--- config.mk ---
export PLATFORM = sky130hd
export DESIGN_NAME = mult_div_unit_flat
export DESIGN_NICKNAME = d
export VERILOG_FILES = /design/src/rtl/mult_div_if.sv /design/src/rtl/mult_div_unit.sv /design/src/flat_wrapper.sv
export SDC_FILE = /design/constraint.sdc
export NUM_CORES = 1
export LEC_CHECK = 0
export ABC_AREA = 0
export CAP_MARGIN = 20
export CORE_UTILIZATION = 55
export CTS_BUF_LIST = sky130_fd_sc_hd__clkbuf_2
export DETAILED_ROUTE_END_ITERATION = 12
export PLACE_DENSITY = 0.8
export SYNTH_ARGS = -nofsm -noshare
export SYNTH_HDL_FRONTEND = slang
export SYNTH_SLANG_ARGS = --single-unit
--- constraint.sdc ---
create_clock -name clk -period 5.4 [get_ports clk]
set_input_delay 1.08 -clock clk [delete_from_list [all_inputs] [get_ports clk]]
set_output_delay 1.08 -clock clk [all_outputs]
set_load 0.03 [all_outputs]
--- src/rtl/mult_div_if.sv ---
// mult_div_if: bundle between the pipeline controller and the multiply/divide unit.
//
// Ports (signals):
//   md_start     controller -> unit  launch the operation selected by md_op
//   md_op        controller -> unit  00 mult, 01 multu, 10 div, 11 divu
//   md_srcA      controller -> unit  rs operand; also the mthi/mtlo write data
//   md_srcB      controller -> unit  rt operand
//   md_hi_write  controller -> unit  mthi
//   md_lo_write  controller -> unit  mtlo
//   md_busy      unit -> controller  operation in flight; the pipeline stalls while high
//   md_done      unit -> controller  one-cycle pulse once HI/LO hold a new result
//   md_hi/md_lo  unit -> controller  architectural HI/LO registers
//
// Handshake: md_start acts as "valid" and !md_busy as "ready". The unit
// samples md_start only while idle. Launch, write and stall semantics:
//   - A start sampled while busy is dropped, not queued.
//   - mthi/mtlo are honoured only while idle and only when md_start is low.
//   - md_done marks the single cycle in which the new HI/LO first appear.
interface mult_div_if #(parameter int WIDTH = 32);
  logic             md_start;
  logic [1:0]       md_op;
  logic [WIDTH-1:0] md_srcA;
  logic [WIDTH-1:0] md_srcB;
  logic             md_hi_write;
  logic             md_lo_write;
  logic             md_busy;
  logic             md_done;
  logic [WIDTH-1:0] md_hi;
  logic [WIDTH-1:0] md_lo;

  modport master (
    output md_start, md_op, md_srcA, md_srcB, md_hi_write, md_lo_write,
    input  md_busy, md_done, md_hi, md_lo
  );

  modport slave (
    input  md_start, md_op, md_srcA, md_srcB, md_hi_write, md_lo_write,
    output md_busy, md_done, md_hi, md_lo
  );
endinterface

--- src/rtl/mult_div_unit.sv ---
// mult_div_unit: iterative 32-cycle multiply/divide unit with architectural HI/LO.
//
// Ports:
//   clk          system clock, rising edge
//   rst_md       synchronous active-high reset; aborts any operation in flight
//   md_if        mult_div_if.slave bundle (start/op/operands/mthi/mtlo in,
//                busy/done/HI/LO out)
//   o_dbg_state  current FSM state (0 = IDLE, 1 = RUN)
//
// Multiply uses shift-add on magnitudes. The 64-bit accumulator holds
// {partial product, remaining multiplier bits} and shifts right once per cycle.
// Divide uses restoring division on magnitudes. The accumulator holds
// {partial remainder, dividend/quotient bits} and shifts left once per cycle.
// Signs are applied when the result is written at completion. HI/LO only
// change at that point, so they keep their old values during RUN.
module mult_div_unit #(
  parameter int WIDTH = 32
) (
  input  logic          clk,
  input  logic          rst_md,
  mult_div_if.slave     md_if,
  output logic          o_dbg_state
);

  typedef enum logic {
    S_IDLE = 1'b0,
    S_RUN  = 1'b1
  } state_t;

  state_t             r_state;
  logic [5:0]         r_cnt;
  logic               r_is_div;
  logic               r_neg_q;   // negate product (mult) or quotient (div)
  logic               r_neg_r;   // negate remainder (div only)
  logic               r_div0;    // divisor was zero at launch
  logic [WIDTH-1:0]   r_m;       // multiplicand or divisor magnitude
  logic [2*WIDTH-1:0] r_acc;
  logic [WIDTH-1:0]   r_hi;
  logic [WIDTH-1:0]   r_lo;
  logic               r_busy;
  logic               r_done;

  // Launch-time operand conditioning
  logic             w_signed;
  logic             w_sa;
  logic             w_sb;
  logic [WIDTH-1:0] w_abs_a;
  logic [WIDTH-1:0] w_abs_b;

  // One iteration of each algorithm
  logic [WIDTH:0]     w_mul_sum;
  logic [2*WIDTH-1:0] w_mul_next;
  logic [2*WIDTH:0]   w_div_sh;
  logic [WIDTH:0]     w_div_top;
  logic               w_div_ge;
  logic [WIDTH-1:0]   w_div_diff;
  logic [2*WIDTH-1:0] w_div_next;
  logic [2*WIDTH-1:0] w_acc_next;

  // Final signed results
  logic [2*WIDTH-1:0] w_prod;
  logic [WIDTH-1:0]   w_res_hi;
  logic [WIDTH-1:0]   w_res_lo;

  always_comb begin
    w_signed = ~md_if.md_op[0];
    w_sa     = w_signed & md_if.md_srcA[WIDTH-1];
    w_sb     = w_signed & md_if.md_srcB[WIDTH-1];
    w_abs_a  = w_sa ? (~md_if.md_srcA + 1'b1) : md_if.md_srcA;
    w_abs_b  = w_sb ? (~md_if.md_srcB + 1'b1) : md_if.md_srcB;
  end

  always_comb begin
    // Shift-add: add the multiplicand if the current multiplier bit is set,
    // then shift the whole {sum, multiplier} right. The carry moves into the top bit.
    w_mul_sum  = {1'b0, r_acc[2*WIDTH-1:WIDTH]} + (r_acc[0] ? {1'b0, r_m} : '0);
    w_mul_next = {w_mul_sum, r_acc[WIDTH-1:1]};

    // Restoring step: the shifted remainder can need WIDTH+1 bits, hence the
    // wide compare. When it fits, the difference is below 2^WIDTH.
    w_div_sh   = {r_acc, 1'b0};
    w_div_top  = w_div_sh[2*WIDTH:WIDTH];
    w_div_ge   = (w_div_top >= {1'b0, r_m});
    w_div_diff = w_div_top[WIDTH-1:0] - r_m;
    w_div_next = w_div_ge ? {w_div_diff, w_div_sh[WIDTH-1:1], 1'b1}
                          : {w_div_top[WIDTH-1:0], w_div_sh[WIDTH-1:0]};

    w_acc_next = r_is_div ? w_div_next : w_mul_next;
  end

  always_comb begin
    w_prod   = r_neg_q ? (~w_acc_next + 1'b1) : w_acc_next;
    w_res_hi = w_prod[2*WIDTH-1:WIDTH];
    w_res_lo = w_prod[WIDTH-1:0];
    if (r_is_div) begin
      // Divide by zero gives remainder = |A| from the algorithm itself. Applying
      // the dividend sign recovers the captured srcA. Only the quotient is forced.
      w_res_hi = r_neg_r ? (~w_acc_next[2*WIDTH-1:WIDTH] + 1'b1)
                         : w_acc_next[2*WIDTH-1:WIDTH];
      if (r_div0)
        w_res_lo = '1;
      else
        w_res_lo = r_neg_q ? (~w_acc_next[WIDTH-1:0] + 1'b1)
                           : w_acc_next[WIDTH-1:0];
    end
  end

  always_ff @(posedge clk) begin
    if (rst_md) begin
      r_state  <= S_IDLE;
      r_cnt    <= '0;
      r_is_div <= 1'b0;
      r_neg_q  <= 1'b0;
      r_neg_r  <= 1'b0;
      r_div0   <= 1'b0;
      r_m      <= '0;
      r_acc    <= '0;
      r_hi     <= '0;
      r_lo     <= '0;
      r_busy   <= 1'b0;
      r_done   <= 1'b0;
    end else begin
      r_done <= 1'b0;
      case (r_state)
        S_IDLE: begin
          if (md_if.md_start) begin
            r_state  <= S_RUN;
            r_busy   <= 1'b1;
            r_cnt    <= '0;
            r_is_div <= md_if.md_op[1];
            r_neg_q  <= w_sa ^ w_sb;
            r_neg_r  <= w_sa & md_if.md_op[1];
            r_div0   <= (md_if.md_srcB == '0);
            if (md_if.md_op[1]) begin
              r_acc <= {{WIDTH{1'b0}}, w_abs_a};
              r_m   <= w_abs_b;
            end else begin
              r_acc <= {{WIDTH{1'b0}}, w_abs_b};
              r_m   <= w_abs_a;
            end
          end else begin
            if (md_if.md_hi_write) r_hi <= md_if.md_srcA;
            if (md_if.md_lo_write) r_lo <= md_if.md_srcA;
          end
        end
        S_RUN: begin
          r_acc <= w_acc_next;
          r_cnt <= r_cnt + 6'd1;
          if (r_cnt == 6'd31) begin
            r_state <= S_IDLE;
            r_busy  <= 1'b0;
            r_done  <= 1'b1;
            r_hi    <= w_res_hi;
            r_lo    <= w_res_lo;
          end
        end
        default: r_state <= S_IDLE;
      endcase
    end
  end

  assign md_if.md_busy = r_busy;
  assign md_if.md_done = r_done;
  assign md_if.md_hi   = r_hi;
  assign md_if.md_lo   = r_lo;
  assign o_dbg_state   = r_state;

endmodule
--- src/flat_wrapper.sv ---
// flat-port wrapper written by rule: the top's interface ports become plain ports
module mult_div_unit_flat 
#(
  parameter int WIDTH = 32
)
  (clk, rst_md, o_dbg_state, md_if_md_start, md_if_md_op, md_if_md_srcA, md_if_md_srcB, md_if_md_hi_write, md_if_md_lo_write, md_if_md_busy, md_if_md_done, md_if_md_hi, md_if_md_lo);
  mult_div_if #(.WIDTH(WIDTH)) md_if_i ();
  input  logic clk;
  input  logic rst_md;
  output logic o_dbg_state;
  input wire logic [$bits(md_if_i.md_start)-1:0] md_if_md_start;
  input wire logic [$bits(md_if_i.md_op)-1:0] md_if_md_op;
  input wire logic [$bits(md_if_i.md_srcA)-1:0] md_if_md_srcA;
  input wire logic [$bits(md_if_i.md_srcB)-1:0] md_if_md_srcB;
  input wire logic [$bits(md_if_i.md_hi_write)-1:0] md_if_md_hi_write;
  input wire logic [$bits(md_if_i.md_lo_write)-1:0] md_if_md_lo_write;
  output wire logic [$bits(md_if_i.md_busy)-1:0] md_if_md_busy;
  output wire logic [$bits(md_if_i.md_done)-1:0] md_if_md_done;
  output wire logic [$bits(md_if_i.md_hi)-1:0] md_if_md_hi;
  output wire logic [$bits(md_if_i.md_lo)-1:0] md_if_md_lo;
  assign md_if_i.md_start = md_if_md_start;
  assign md_if_i.md_op = md_if_md_op;
  assign md_if_i.md_srcA = md_if_md_srcA;
  assign md_if_i.md_srcB = md_if_md_srcB;
  assign md_if_i.md_hi_write = md_if_md_hi_write;
  assign md_if_i.md_lo_write = md_if_md_lo_write;
  assign md_if_md_busy = md_if_i.md_busy;
  assign md_if_md_done = md_if_i.md_done;
  assign md_if_md_hi = md_if_i.md_hi;
  assign md_if_md_lo = md_if_i.md_lo;
  mult_div_unit #(.WIDTH(WIDTH)) u_core (.clk(clk), .rst_md(rst_md), .md_if(md_if_i), .o_dbg_state(o_dbg_state));
endmodule
Word-level counts from Yosys, hierarchy flattened
Index checks and enable logic that the tools add are counted.
{"block": "totals", "reg_bits": 173, "in_bits": 71, "out_inout_bits": 67, "elab_cells": 76}
{"block": "classes", "add_sub_neg": 8, "order_cmp": 1, "n_eq_ne": 6, "n_mux": 32, "bitwise_logic": 11, "n_reduce_logical": 6}
{"op": "32-bit 2-to-1 mux", "count": 16}
{"op": "64-bit 2-to-1 mux", "count": 4}
{"op": "32-bit by 1-bit adder with 32-bit output (second input constant)", "count": 4}
{"op": "32-bit inverter", "count": 4}
{"op": "32-bit one-hot mux with 2 select lines", "count": 2}
{"op": "64-bit one-hot mux with 2 select lines", "count": 1}
{"op": "64-bit by 1-bit adder with 64-bit output (second input constant)", "count": 1}
{"op": "64-bit inverter", "count": 1}
{"op": "32-bit by 33-bit adder with 33-bit output", "count": 1}
{"op": "33-bit by 32-bit greater-or-equal comparator with 1-bit output", "count": 1}
{"op": "32-bit zero test", "count": 1}
{"op": "32-bit subtractor", "count": 1}
{"op": "6-bit one-hot mux with 2 select lines", "count": 1}
{"op": "2-bit != test (second input constant)", "count": 5}
{"op": "6-bit by 1-bit adder with 6-bit output (second input constant)", "count": 1}
{"op": "6-bit by 5-bit equality test with 1-bit output (second input constant)", "count": 1}
{"op": "6-bit 2-to-1 mux", "count": 1}
{"op": "3-bit AND reduction", "count": 2}
{"op": "1-bit 2-to-1 mux", "count": 5}
{"op": "1-bit one-hot mux with 2 select lines", "count": 2}
{"op": "2-bit AND reduction", "count": 2}
{"op": "1-bit bitwise AND", "count": 3}
{"op": "1-bit inverter", "count": 2}
{"op": "2-bit OR reduction", "count": 1}
{"op": "1-bit XOR", "count": 1}

Depth between registers and ports, before layout
{"block": "logic_depth", "depth_word": 10, "mapped_depth": 24, "ltp_nobuf": 21}

Least setup slack after synthesis
No wires, ideal clock.
{"block": "synth_timing", "path_type": "register -> register", "from": "register u_core.r_m[12]", "to": "register u_core.r_hi[28], in the netlist u_core.md_if.md_hi[28]", "setup_ps": 86, "t_arrival_ps": 5236, "required_ps": 5314, "path_slack_ps": 78, "stages_incl_launch_ff": 23, "n_path_buf": 1, "period_less_slack_ps": 5322, "path_cell_list": "dfxtp_1 inv_1 ha_1 a21oi_1 o21ai_0 o21ba_2 o31ai_4 clkbuf_1 a31oi_1 inv_1 ha_1 nand3_1 or4_1 nand2b_1 o31ai_1 o21ai_1 a21o_1 or4_1 a21oi_1 a21oi_1 o31ai_1 xor2_1 a211oi_1"}
{"block": "synth_between", "elab_chain_len": 9, "elab_cells_between_ends": 15, "cone_classes": "add/sub (4); order compare (1); mux (8); bitwise (2)"}
{"item": "from (decl)", "line_no": "mult_div_unit.sv:36", "rtl": "logic [WIDTH-1:0] r_m;"}
{"item": "from (signal assigned)", "line_no": "mult_div_unit.sv:136", "rtl": "r_m <= w_abs_b;"}
{"item": "from (signal assigned)", "line_no": "mult_div_unit.sv:139", "rtl": "r_m <= w_abs_a;"}
{"item": "32-bit 2-to-1 mux (tied with other cells)", "line_no": "mult_div_unit.sv:76", "rtl": "w_mul_sum = {1'b0, r_acc[2*WIDTH-1:WIDTH]} + (r_acc[0] ? {1'b0, r_m} : '0);"}
{"item": "32-bit by 33-bit adder with 33-bit output or 64-bit 2-to-1 mux (tied branches)", "line_no": "mult_div_unit.sv:76, mult_div_unit.sv:85"}
{"item": "64-bit 2-to-1 mux (*)", "line_no": "mult_div_unit.sv:88", "rtl": "w_acc_next = r_is_div ? w_div_next : w_mul_next;"}
{"item": "64-bit inverter or 32-bit inverter (tied branches)", "line_no": "mult_div_unit.sv:92, mult_div_unit.sv:98"}
{"item": "64-bit by 1-bit adder with 64-bit output or 32-bit by 1-bit adder with 32-bit output (tied branches)", "line_no": "mult_div_unit.sv:92, mult_div_unit.sv:98"}
{"item": "64-bit 2-to-1 mux or 32-bit 2-to-1 mux (tied branches)", "line_no": "mult_div_unit.sv:92, mult_div_unit.sv:98"}
{"item": "32-bit 2-to-1 mux (*)", "line_no": "mult_div_unit.sv:95", "rtl": "if (r_is_div) begin"}
{"item": "32-bit 2-to-1 mux (*)", "line_no": "mult_div_unit.sv:149", "rtl": "if (r_cnt == 6'd31) begin"}
{"item": "32-bit one-hot mux with 2 select lines (*)", "line_no": "mult_div_unit.sv:124", "rtl": "case (r_state)"}
{"item": "to (signal assigned)", "line_no": "mult_div_unit.sv:142", "rtl": "if (md_if.md_hi_write) r_hi <= md_if.md_srcA;"}
{"item": "to (signal assigned)", "line_no": "mult_div_unit.sv:153", "rtl": "r_hi <= w_res_hi;"}
{"item": "to (decl)", "line_no": "mult_div_unit.sv:38", "rtl": "logic [WIDTH-1:0] r_hi;"}
Every way passes the cells marked *; elsewhere a longest branch is shown, timed or not. The select of a mux whose other input is x is not followed.
A chain may end at the register's enable or synchronous reset.

Final worst setup path
{"block": "layout_timing", "from": "register u_core.r_m[20]", "to": "register u_core.r_hi[28], in the netlist u_core.md_if.md_hi[28]"}
The elaborated chain is that of the path after synthesis.

==> flow_summary.yaml <==
run_status:
  status: "finished, final reports clean"
finish:
  layout.cells.non_filler: 2736
  final_common_cell: "nand2_1"
  syn2layout_area_growth_pct: 16.5
  final_cell_mix: "232 x nand2_1, 203 x a21oi_1, 196 x nor2_1, 169 x dfxtp_1, 162 x o21ai_0"
  seqCellArea_sq_mm: 0.00347
  nFillCells: 2560
  drive_above_1_share_pct: 9.50
  layout.nets: 2488
  multi_input_area_sq_mm: 0.0116
  num_antenna_cells: 0
sta:
  finalCritPeriodShare_pct: 96.7
  maxSlewHeadroom_pct: 33.3
  max_freq_mhz: 191
  fin_worst_skew_ps: 65.8
  worst_slack_ps: 177
  fin_setup_tns_ps: 0
  tightest_slew_ps: 1000
  period_minus_slack_ps: 5220
  slew_viol_final: 0
  finalSetupViolations: 0
  final_hold_viol_count: 0
routing:
  viasPerCell: 6.82
  drt_pass1_iterations: 7
  wirelength_um: 67600
  avgRoutedWirePerCell_um: 24.7
  drc: 0
  drtAntennaViolNets: 0
  vias: 18700
  first_iter_violations: 3118
worst_setup_path:
  crit_path_start_kind: "flip-flop"
  path_class: "reg -> reg"
  setup.worst_path.end: "u_core.md_if.md_hi[28]"
  end_kind: "flip-flop"
  r2r_slack_ps: 180
  rr_startpoint: "u_core.r_m[20]"
  crit_start: "u_core.r_m[20]"
  critPathArrivalTime_ps: 5990
  critPathMaxFanout: 7
  required_ps: 6170
  r2r_end: "u_core.md_if.md_hi[28]"
  worstRegToRegCells: 21
cts:
  cts-buffers-inserted: 17
  htreeDepth: 4
  clock-root-buffer: "clkbuf_2"
  clk_pin_slew_worst_paths_ps: 300
  tritoncts: "done"
  cts_sinks: 173
  clkLatencyLatePin_ps: 870
  clock_path_buffers: 2
logic_synthesis:
  synthArstFlopShare_pct: 0
  yosysTopAreaCell: "dfxtp_1"
  synth_seq_area_share_pct: 21.9
  synth_compound_area_share_pct: 31.0
  synth-simple-area-share_pct: 23.1
  ys.flop_type: "dfxtp_1"
  synth_top_family_by_area: "compound AO/OA/AOI/OAI gates"
  synthDominantCellAreaShare_pct: 21.9
  synthMuxAreaShare_pct: 4.42
  syn_avg_cell_area_sq_um: 7.18
  syn_inst: 2200
  ys_types: 92
  synth_adder_area_share_pct: 5.72
  synthXorXnorAreaFrac_pct: 8.42
  syn_area_sq_mm: 0.0158
  synth_edf_count: 0
  synthTopCellsByArea: "dfxtp_1 22%, a21oi_1 6.5%, nand2_1 5.5%"
  synth_fp_nets: 2342
  synth-seq-cells: 173
  yosys_warnings: 0
power_and_ir_drop:
  power.leakage_nw: 7.22
  peakVddDrop_uv: 115
  p_per_area_mw_per_mm2: 217
global_route:
  grt_overflow: 0
  grt_pass1_vias: 16400
  grt_max_degree: 91
  antenna_found_initial: 1
  grtUsageTotal_pct: 45.1
  grt_pass1_wl_um: 99400
die:
  rows: 61
  dieArea_sq_mm: 0.0294
  die_h_um: 172
  core_sq_mm: 0.0280
  die_x_um: 172
  start_util_pct: 56.4
  io_pins: 138
placement:
  dp_slack_ps: 88.2
  place_inst: 2701
  numPortBuffers: 137
  gp_congestion: 1.08
  place_hpwl_um: 51500
hold_path:
  hp-class: "reg -> reg"
flow_run:
  cap_viol_max_count: 0
[metal layers]
metal / vias to the layer above / part of all wire [%] / global-route usage [%] / routed length (um)
li1: 8366 / - / - / -
met1: 8716 / 41 / 63.3 / 27600
met2: 1361 / 40 / 64.5 / 27300
met3: 220 / 13 / 10.5 / 8960
met4: 4 / 5.4 / 21.3 / 3680
met5: - / 0.070 / 0 / 47
[metrics by stage]
stage	util, %	hold slack (ps)	power (mW)	area [sq um]
global placement	64.5	450	3.16	18100
floorplan	-	440	2.49	15800
global route	65.7	497	4.13	18400
CTS	65.4	483	3.89	18300
finish	65.7	484	3.99	18400
detailed placement	64.5	455	3.17	18100
[cells by family (layout without fill, tap and decap cells)]
kind of cell	Yosys count	in the layout
flops	173	173
xor+xnor	152	152
fa+ha+maj	71	71
simple gates	759	759
buf+inv	218	376
mux	69	69
compound gates	758	758
[how the worst min path moves through the flow]
stage	cells after the start	end	slack (ps)	from
global placement	2	u_core.md_if.md_lo[1]	450	u_core.md_if.md_lo[1]
finish	2	u_core.r_m[20]	480	u_core.r_m[20]
detailed placement	2	u_core.r_m[29]	450	u_core.r_m[29]
CTS	2	u_core.r_m[18]	480	u_core.r_m[18]
global route	2	u_core.r_m[14]	500	u_core.r_m[14]
floorplan	2	u_core.r_m[10]	440	u_core.r_m[10]
[worst max-delay path: stages (launching register included)]
cell      delay [ps]
dfxtp_2          410
inv_1             40
ha_1             340
and2_1           200
a221o_1          370
a221oi_2         300
o21a_1           210
a31oi_1          170
inv_1            170
ha_2             220
nand3_1          130
or4_4            570
nand2b_4         190
o31ai_4          270
o21ai_1          130
a21o_1           180
or4_1            420
a21oi_2          170
a21oi_1           70
o31ai_2          230
xor2_1           220
a211oi_2          90
[timing repair]
| item | 4_1_cts | 5_1_grt |
|---|---|---|
| setup endpoints to repair | 1 | 15 |
| resized for setup | 1 | 12 |
| setup buffers | 0 | 3 |
| hold buffers | 0 | 0 |
| pin swaps | 0 | 1 |
[power breakdown]
group	internal [mW]	total [mW]	switching [mW]
logic	0.668	1.80	1.13
clock network	0.150	0.740	0.590
registers	1.36	1.45	0.0889
total	2.18	3.99	1.81
[state kept, by name, indices dropped and copies added (netlist names)]
| signal | cells |
|---|---|
| u_core.md_if.md_hi | 32 |
| u_core.r_neg_q | 1 |
| u_core.r_acc | 64 |
| u_core.md_if.md_done | 1 |
| u_core.o_dbg_state | 1 |
| u_core.r_div0 | 1 |
| u_core.r_neg_r | 1 |
| u_core.r_m | 32 |
| u_core.md_if.md_busy | 1 |
| u_core.r_is_div | 1 |
| u_core.r_cnt | 6 |
| u_core.md_if.md_lo | 32 |
[cell usage after synthesis, drive strengths merged, types with 6 or more instances]
library cell and n:
a211oi 94, a21boi 6, a21o 26, a21oi 207, a221oi 7, a22oi 8
a311oi 18, a31oi 52, and2 49, and3 35, buf 38, clkbuf 108
dfxtp 173, ha 69, inv 69, mux2 6, mux2i 63, nand2 234
nand2b 13, nand3 40, nand4 23, nor2 197, nor2b 18, nor3 55
nor3b 6, nor4 22, o211ai 48, o21a 20, o21ai 167, o21bai 11
o22ai 10, o31ai 23, o41ai 10, or2 7, or3 29, or4 8
xnor2 73, xor2 79
[final cells by class]
| class | count | share of cell area [%] |
|---|---|---|
| timing repair buffer | 273 | 13.0 |
| multi-input combinational | 1809 | 62.8 |
| clock buffer | 17 | 0.462 |
| sequential | 173 | 18.9 |
| tap | 378 | 2.57 |
| inverter | 72 | 1.47 |
| clock inverter | 14 | 0.823 |
(Power assumes the default switching activity.)
